$ cat config.mk
export PLATFORM = sky130hd
export DESIGN_NAME = ddr3_init_seq
export DESIGN_NICKNAME = d
export VERILOG_FILES = /design/src/rtl/ddr3_init_seq.sv
export SDC_FILE = /design/constraint.sdc
export NUM_CORES = 1
export LEC_CHECK = 0
export ABC_AREA = 0
export ABC_CLOCK_PERIOD_IN_PS = 6890
export CORE_AREA = 2 2 81 75
export DETAILED_ROUTE_END_ITERATION = 6
export DIE_AREA = 0 0 83 77
export PLACE_DENSITY = 0.83
export SLEW_MARGIN = 15
export SYNTH_ARGS = -nofsm -noshare
export SYNTH_HDL_FRONTEND = slang
export SYNTH_SLANG_ARGS = --single-unit
$ cat constraint.sdc
create_clock -name ck -period 6.89 [get_ports ck]
set_input_delay 0.689 -clock ck [delete_from_list [all_inputs] [get_ports ck]]
set_output_delay 0.689 -clock ck [all_outputs]
set_load 0.02 [all_outputs]
$ cat src/rtl/ddr3_init_seq.sv
// DDR3 power-up / re-initialisation sequencer.
// Walks RESET# hold, CKE wait, XPR, per-rank MRS2/3/1/0 + ZQCL, then idles in
// DONE where it serves re-init and ZQCS short-calibration requests.
// All pins are registered; the command decode looks at the next state so each
// pin changes on the same edge as the state that owns it.
module ddr3_init_seq #(
  parameter int unsigned ADDR_BITS = 16,
  parameter int unsigned BA_BITS   = 3,
  parameter int unsigned NUM_RANKS = 1,
  parameter int unsigned T_RESET   = 80000,
  parameter int unsigned T_CKE     = 200000,
  parameter int unsigned T_XPR     = 108,
  parameter int unsigned T_MRD     = 4,
  parameter int unsigned T_MOD     = 12,
  parameter int unsigned T_ZQINIT  = 512,
  parameter int unsigned T_ZQCS    = 64,
  parameter logic [ADDR_BITS-1:0] MR0 = ADDR_BITS'(16'h0522),
  parameter logic [ADDR_BITS-1:0] MR1 = ADDR_BITS'(16'h0044),
  parameter logic [ADDR_BITS-1:0] MR2 = ADDR_BITS'(16'h0000),
  parameter logic [ADDR_BITS-1:0] MR3 = ADDR_BITS'(16'h0000)
) (
  input  logic                 ck,
  input  logic                 rst,
  input  logic                 init_req,
  input  logic                 zq_req,
  output logic                 zq_ack,
  output logic                 ddr_reset_n,
  output logic                 cke,
  output logic [NUM_RANKS-1:0] cs_n,
  output logic                 ras_n,
  output logic                 cas_n,
  output logic                 we_n,
  output logic [BA_BITS-1:0]   ba,
  output logic [ADDR_BITS-1:0] a,
  output logic                 odt,
  output logic                 init_done,
  output logic                 busy
);

  typedef enum logic [3:0] {
    RST_HOLD, CKE_WAIT, XPR, MRS2, MRS3, MRS1, MRS0,
    MOD_WAIT, ZQCL, ZQ_WAIT, DONE, ZQCS, ZQCS_WAIT
  } state_t;

  // Counter load values: duration-1; the wait states following a one-cycle
  // command last duration-1 cycles, so they load duration-2.
  localparam logic [31:0] LD_RESET  = 32'(T_RESET - 1);
  localparam logic [31:0] LD_CKE    = 32'(T_CKE - 1);
  localparam logic [31:0] LD_XPR    = 32'(T_XPR - 1);
  localparam logic [31:0] LD_MRD    = 32'(T_MRD - 1);
  localparam logic [31:0] LD_MOD    = 32'(T_MOD - 2);
  localparam logic [31:0] LD_ZQINIT = 32'(T_ZQINIT - 2);
  localparam logic [31:0] LD_ZQCS   = 32'(T_ZQCS - 2);
  localparam logic [1:0]  LAST_RANK = 2'(NUM_RANKS - 1);

  state_t                 state_q, state_d;
  logic [31:0]            cnt_q, cnt_d;
  logic [1:0]             r_q, r_d;
  // Clear while rst is high: the first edge after release is then the
  // RESET# hold entry edge and loads the hold duration.
  logic                   arm_q, arm_d;

  logic                   zq_ack_q, zq_ack_d;
  logic                   ddr_reset_n_q, ddr_reset_n_d;
  logic                   cke_q, cke_d;
  logic [NUM_RANKS-1:0]   cs_n_q, cs_n_d;
  logic                   ras_n_q, ras_n_d;
  logic                   cas_n_q, cas_n_d;
  logic                   we_n_q, we_n_d;
  logic [BA_BITS-1:0]     ba_q, ba_d;
  logic [ADDR_BITS-1:0]   a_q, a_d;
  logic                   init_done_q, init_done_d;
  logic                   busy_q;
  logic                   odt_q;

  // Active-low chip select pattern addressing a single rank.
  function automatic logic [NUM_RANKS-1:0] rank_sel(input logic [1:0] r);
    logic [NUM_RANKS-1:0] sel;
    for (int i = 0; i < NUM_RANKS; i++) begin
      sel[i] = (2'(i) != r);
    end
    return sel;
  endfunction

  // Next-state / counter / rank sequencing followed by registered-pin decode.
  always_comb begin
    state_d  = state_q;
    cnt_d    = (cnt_q != 32'd0) ? (cnt_q - 32'd1) : 32'd0;
    r_d      = r_q;
    arm_d    = arm_q;
    zq_ack_d = 1'b0;

    case (state_q)
      RST_HOLD: begin
        if (!arm_q) begin
          cnt_d = LD_RESET;
          arm_d = 1'b1;
        end else if (cnt_q == 32'd0) begin
          state_d = CKE_WAIT;
          cnt_d   = LD_CKE;
        end else begin
          state_d = RST_HOLD;
        end
      end
      CKE_WAIT: begin
        if (cnt_q == 32'd0) begin
          state_d = XPR;
          cnt_d   = LD_XPR;
        end else begin
          state_d = CKE_WAIT;
        end
      end
      XPR: begin
        if (cnt_q == 32'd0) begin
          state_d = MRS2;
          cnt_d   = LD_MRD;
        end else begin
          state_d = XPR;
        end
      end
      MRS2: begin
        if (cnt_q == 32'd0) begin
          state_d = MRS3;
          cnt_d   = LD_MRD;
        end else begin
          state_d = MRS2;
        end
      end
      MRS3: begin
        if (cnt_q == 32'd0) begin
          state_d = MRS1;
          cnt_d   = LD_MRD;
        end else begin
          state_d = MRS3;
        end
      end
      MRS1: begin
        if (cnt_q == 32'd0) begin
          state_d = MRS0;
          cnt_d   = 32'd0;
        end else begin
          state_d = MRS1;
        end
      end
      MRS0: begin
        state_d = MOD_WAIT;
        cnt_d   = LD_MOD;
      end
      MOD_WAIT: begin
        if (cnt_q == 32'd0) begin
          state_d = ZQCL;
          cnt_d   = 32'd0;
        end else begin
          state_d = MOD_WAIT;
        end
      end
      ZQCL: begin
        state_d = ZQ_WAIT;
        cnt_d   = LD_ZQINIT;
      end
      ZQ_WAIT: begin
        if (cnt_q != 32'd0) begin
          state_d = ZQ_WAIT;
        end else if (r_q == LAST_RANK) begin
          state_d = DONE;
          cnt_d   = 32'd0;
        end else begin
          state_d = MRS2;
          cnt_d   = LD_MRD;
          r_d     = r_q + 2'd1;
        end
      end
      DONE: begin
        // Re-init has priority over a concurrent calibration request.
        if (init_req) begin
          state_d = RST_HOLD;
          cnt_d   = LD_RESET;
          r_d     = 2'd0;
        end else if (zq_req) begin
          state_d  = ZQCS;
          cnt_d    = 32'd0;
          zq_ack_d = 1'b1;
        end else begin
          state_d = DONE;
        end
      end
      ZQCS: begin
        state_d = ZQCS_WAIT;
        cnt_d   = LD_ZQCS;
      end
      ZQCS_WAIT: begin
        if (cnt_q == 32'd0) begin
          state_d = DONE;
          cnt_d   = 32'd0;
        end else begin
          state_d = ZQCS_WAIT;
        end
      end
      default: begin
        state_d = RST_HOLD;
        cnt_d   = 32'd0;
        r_d     = 2'd0;
        arm_d   = 1'b0;
      end
    endcase

    // Pin decode: DESELECT unless the upcoming state drives something else.
    ddr_reset_n_d = 1'b1;
    cke_d         = 1'b1;
    cs_n_d        = {NUM_RANKS{1'b1}};
    ras_n_d       = 1'b1;
    cas_n_d       = 1'b1;
    we_n_d        = 1'b1;
    ba_d          = {BA_BITS{1'b0}};
    a_d           = {ADDR_BITS{1'b0}};
    init_done_d   = 1'b0;

    case (state_d)
      RST_HOLD: begin
        ddr_reset_n_d = 1'b0;
        cke_d         = 1'b0;
      end
      CKE_WAIT: begin
        cke_d = 1'b0;
      end
      XPR: begin
        cs_n_d = {NUM_RANKS{1'b0}};
      end
      MRS2, MRS3, MRS1: begin
        // Command only on the entry cycle; the rest of the tMRD gap deselects.
        if (cnt_d == LD_MRD) begin
          cs_n_d  = rank_sel(r_d);
          ras_n_d = 1'b0;
          cas_n_d = 1'b0;
          we_n_d  = 1'b0;
          if (state_d == MRS2) begin
            ba_d = BA_BITS'(2);
            a_d  = MR2;
          end else if (state_d == MRS3) begin
            ba_d = BA_BITS'(3);
            a_d  = MR3;
          end else begin
            ba_d = BA_BITS'(1);
            a_d  = MR1;
          end
        end else begin
          cs_n_d = {NUM_RANKS{1'b1}};
        end
      end
      MRS0: begin
        cs_n_d  = rank_sel(r_d);
        ras_n_d = 1'b0;
        cas_n_d = 1'b0;
        we_n_d  = 1'b0;
        ba_d    = BA_BITS'(0);
        a_d     = MR0;
      end
      ZQCL: begin
        cs_n_d   = rank_sel(r_d);
        we_n_d   = 1'b0;
        a_d[10]  = 1'b1;
      end
      DONE: begin
        init_done_d = 1'b1;
      end
      ZQCS: begin
        cs_n_d = {NUM_RANKS{1'b0}};
        we_n_d = 1'b0;
      end
      default: begin
        cs_n_d = {NUM_RANKS{1'b1}};
      end
    endcase
  end

  // Sequencer state, duration counter, rank index and arm flag.
  always_ff @(posedge ck) begin
    if (rst) begin
      state_q <= RST_HOLD;
      cnt_q   <= 32'd0;
      r_q     <= 2'd0;
      arm_q   <= 1'b0;
    end else begin
      state_q <= state_d;
      cnt_q   <= cnt_d;
      r_q     <= r_d;
      arm_q   <= arm_d;
    end
  end

  // Output pin registers; reset forces a quiet bus with RESET# asserted.
  always_ff @(posedge ck) begin
    if (rst) begin
      zq_ack_q      <= 1'b0;
      ddr_reset_n_q <= 1'b0;
      cke_q         <= 1'b0;
      cs_n_q        <= {NUM_RANKS{1'b1}};
      ras_n_q       <= 1'b1;
      cas_n_q       <= 1'b1;
      we_n_q        <= 1'b1;
      ba_q          <= {BA_BITS{1'b0}};
      a_q           <= {ADDR_BITS{1'b0}};
      odt_q         <= 1'b0;
      init_done_q   <= 1'b0;
      busy_q        <= 1'b1;
    end else begin
      zq_ack_q      <= zq_ack_d;
      ddr_reset_n_q <= ddr_reset_n_d;
      cke_q         <= cke_d;
      cs_n_q        <= cs_n_d;
      ras_n_q       <= ras_n_d;
      cas_n_q       <= cas_n_d;
      we_n_q        <= we_n_d;
      ba_q          <= ba_d;
      a_q           <= a_d;
      odt_q         <= 1'b0;
      init_done_q   <= init_done_d;
      busy_q        <= ~init_done_d;
    end
  end

  assign zq_ack      = zq_ack_q;
  assign ddr_reset_n = ddr_reset_n_q;
  assign cke         = cke_q;
  assign cs_n        = cs_n_q;
  assign ras_n       = ras_n_q;
  assign cas_n       = cas_n_q;
  assign we_n        = we_n_q;
  assign ba          = ba_q;
  assign a           = a_q;
  assign odt         = odt_q;
  assign init_done   = init_done_q;
  assign busy        = busy_q;

endmodule

==> flow_summary.toml <==
[run_status]
status = "complete, no violations"

[sta]
final-hold-violation-count = 0
rsz0062_at_grt = "false"
worst_pin_slew_ns = 1.10
finalSetupViolCount = 0
fmax_mhz = 259
period_share_pct = 56.1
setup_slack_ns = 3.03
setup_tns_ns = 0
slew_viol_final = 0
clock_skew_ns = 0.00637
slew-limit-headroom_pct = 26.2
period_needed_ns = 3.86

[drt]
wirelength_um = 8340
firstDrtPassIters = 6
vias = 3159
drtIter0Drc = 254
vias_per_cell = 6.29
ant_nets = 0
drc = 0
wl_per_cell_um = 16.6

[finish]
diodes = 0
layout_common_cells = "68 x nor2_1, 52 x dfxtp_1, 31 x nand2_1"
final_common_cell = "nor2_1"
utilization_pct = 63.5
drive_gt1_share_pct = 5.79
n_fill_cell = 493
register_area_um2 = 1040
finish.net_count = 439
area_growth_pct = 6.61
multi_input_area_um2 = 2070
final_cells = 502

[floorplanning]
die_area_um2 = 6390
fp.dieW_um = 83
die_h_um = 77
core_um2 = 5560
ios = 33
start_util_pct = 59.5
rows = 26

[pwr]
p_per_area_nw_per_um2 = 220
switching_power_w = 0.000290
pwr-share-comb_pct = 30.6
worst_ir_drop_vdd_mv = 0.129
power_frac_seq_pct = 44.8
swShare_pct = 37.4
finalPower_w = 0.000776
clkPwrFrac_pct = 24.6
p_leak_nw = 1.35
p_int_w = 0.000486

[place]
dpl.cell_count = 494
io_buffers = 20
dp_slack_ns = 3.11
dp_hpwl_um = 5950
place_congestion = 0.973

[global_routing]
grt_overflow = 0
grt_start_max_net_pins = 31
grt_first_pass_wirelength_um = 13900
grt_pass1_vias = 2899
antenna_found_initial = 0
track_usage_pct = 26.5

[setup_path]
crit_fanout = 7
timing.rr.start = "cnt_q[0]$_SDFF_PP0_"
endpoint_kind = "flip-flop"
path_class = "reg2reg"
required_ns = 7.09
endpoint = "we_n$_SDFF_PP1_"
reg2reg_slack_ns = 3.03
worst_r2r_endpoint = "we_n$_SDFF_PP1_"
critPathLaunch = "cnt_q[0]$_SDFF_PP0_"
reg2regPathDepth = 11
arrival_ns = 4.07
start_kind = "flip-flop"

[synthesis]
syn_area_per_cell_um2 = 7.74
synth_area_um2 = 3310
synth_edf_count = 0
seq_area_frac_synth_pct = 31.4
syn_inst = 428
ys_seq_elements = 52
yosysUniqueCellTypes = 66
ys_async_sr_fraction_pct = 0
synth_warnings = 0
synth_ff_type = "dfxtp_1"

[clock_network]
ctsHoldBuffers = 0
clock_latency_ns = 0.32
numCtsBuffers = 5
path_clk_slew_ns = 0.11
cts_tree = "done"
htree_levels = 2
post_cts_buffers = 0
cts_max_path_buffers = 2
cts.repair.resized = 0
cts-root-buf = "clkbuf_8"
clock-sinks = 52

[hold_path]
hp-class = "reg2reg"

[run]
cap_violations = 0
-- worst max-delay path: stages (launching register included) --
cell and delay, ns:
dfxtp_1 0.35, inv_1 0.08, ha_1 0.24, or4b_1 0.62
nor4_1 0.61, and2_1 0.31, nand3_1 0.13, xor2_1 0.21
nand4_1 0.11, or4_4 0.44, a2111oi_4 0.47, o22ai_1 0.17
-- registers in the layout, indices dropped and copies added (netlist names) --
signal,cells
r_q,2
zq_ack,1
init_done,1
cnt_q,32
ba,2
a,3
we_n,1
arm_q,1
state_q,4
cas_n,1
ddr_reset_n,1
busy,1
cke,1
cs_n,1
-- routing by layer --
| metal | track usage [%] | up-vias | wire [µm] |
|---|---|---|---|
| met2 | 39.0 | 171 | 3650 |
| met3 | 7.64 | 27 | 730 |
| met4 | 10.3 | 0 | 207 |
| met1 | 36.6 | 1454 | 3750 |
| met5 | 0 | - | 0 |
| li1 | - | 1507 | - |
-- power groups by stage --
| stage | Sequential (W) | Clock, W | Combinational [W] |
|---|---|---|---|
| floorplan | 0.000348 | 0 | 0.000187 |
| global placement | 0.000352 | 0 | 0.000227 |
| detailed placement | 0.000354 | 0 | 0.000230 |
| CTS | 0.000347 | 0.000193 | 0.000231 |
| global route | 0.000351 | 0.000205 | 0.000258 |
| finish | 0.000348 | 0.000191 | 0.000237 |
-- cell families (layout without fill, tap and decap cells) --
group | Yosys count | count (layout) | synth area share, %
simple gates | 203 | 203 | 32.9
compound gates | 93 | 93 | 18.8
flops | 52 | 52 | 31.4
buf+inv | 46 | 39 | 7.40
xor+xnor | 25 | 25 | 6.61
fa+ha+maj | 4 | 4 | 1.51
mux | 4 | 4 | 1.25
other cells | 1 | 12 | 0.113
-- per-stage QoR --
| stage | hold WS (ns) | instance area, µm² |
|---|---|---|
| 2_1_floorplan | 0.463 | 3350 |
| 3_3_place_gp | 0.490 | 3440 |
| 3_5_place_dp | 0.493 | 3440 |
| 4_1_cts | 0.509 | 3530 |
| 5_1_grt | 0.539 | 3530 |
| 6_report | 0.508 | 3530 |
-- cells in the mapped netlist, drive strengths merged, types with 3 or more instances --
cell / count / area share, %
nand2: 32 / 3.9
o21a: 4 / 0.91
ha: 4 / 1.5
and2: 7 / 1.3
and3: 4 / 0.76
or3: 7 / 1.3
nand4: 7 / 1.3
inv: 11 / 1.2
o22ai: 5 / 0.94
a21oi: 21 / 3.2
or4: 3 / 0.91
dfxtp: 52 / 31
a21boi: 3 / 0.68
nand3: 10 / 1.5
nor3: 24 / 4.1
o21ai: 24 / 3.7
a32oi: 3 / 0.79
mux2i: 3 / 0.91
xor2: 12 / 3.2
nor2b: 10 / 1.9
a31oi: 7 / 1.3
nor4: 11 / 3.6
buf: 21 / 4.6
xnor2: 13 / 3.4
nor2: 69 / 7.9
nand2b: 6 / 1.1
a211oi: 3 / 0.68
clkbuf: 14 / 1.6
-- cell type report --
cell class	instances	share of cell area [%]
Clock buffer	5	1.95
Clock inverter	3	0.709
Inverter	11	1.17
Multi-Input combinational cell	341	58.5
Sequential cell	52	29.5
Tap cell	70	2.48
Timing Repair Buffer	20	5.67
-- how the worst min path moves through the flow --
stage | from | to | cells after the start
floorplan | cnt_q[23]$_SDFF_PP0_ | cnt_q[23]$_SDFF_PP0_ | 2
global placement | cnt_q[23]$_SDFF_PP0_ | cnt_q[23]$_SDFF_PP0_ | 2
detailed placement | cnt_q[23]$_SDFF_PP0_ | cnt_q[23]$_SDFF_PP0_ | 2
CTS | cnt_q[23]$_SDFF_PP0_ | cnt_q[23]$_SDFF_PP0_ | 2
global route | cnt_q[23]$_SDFF_PP0_ | cnt_q[23]$_SDFF_PP0_ | 2
finish | cnt_q[23]$_SDFF_PP0_ | cnt_q[23]$_SDFF_PP0_ | 2
(Power assumes the default switching activity.)
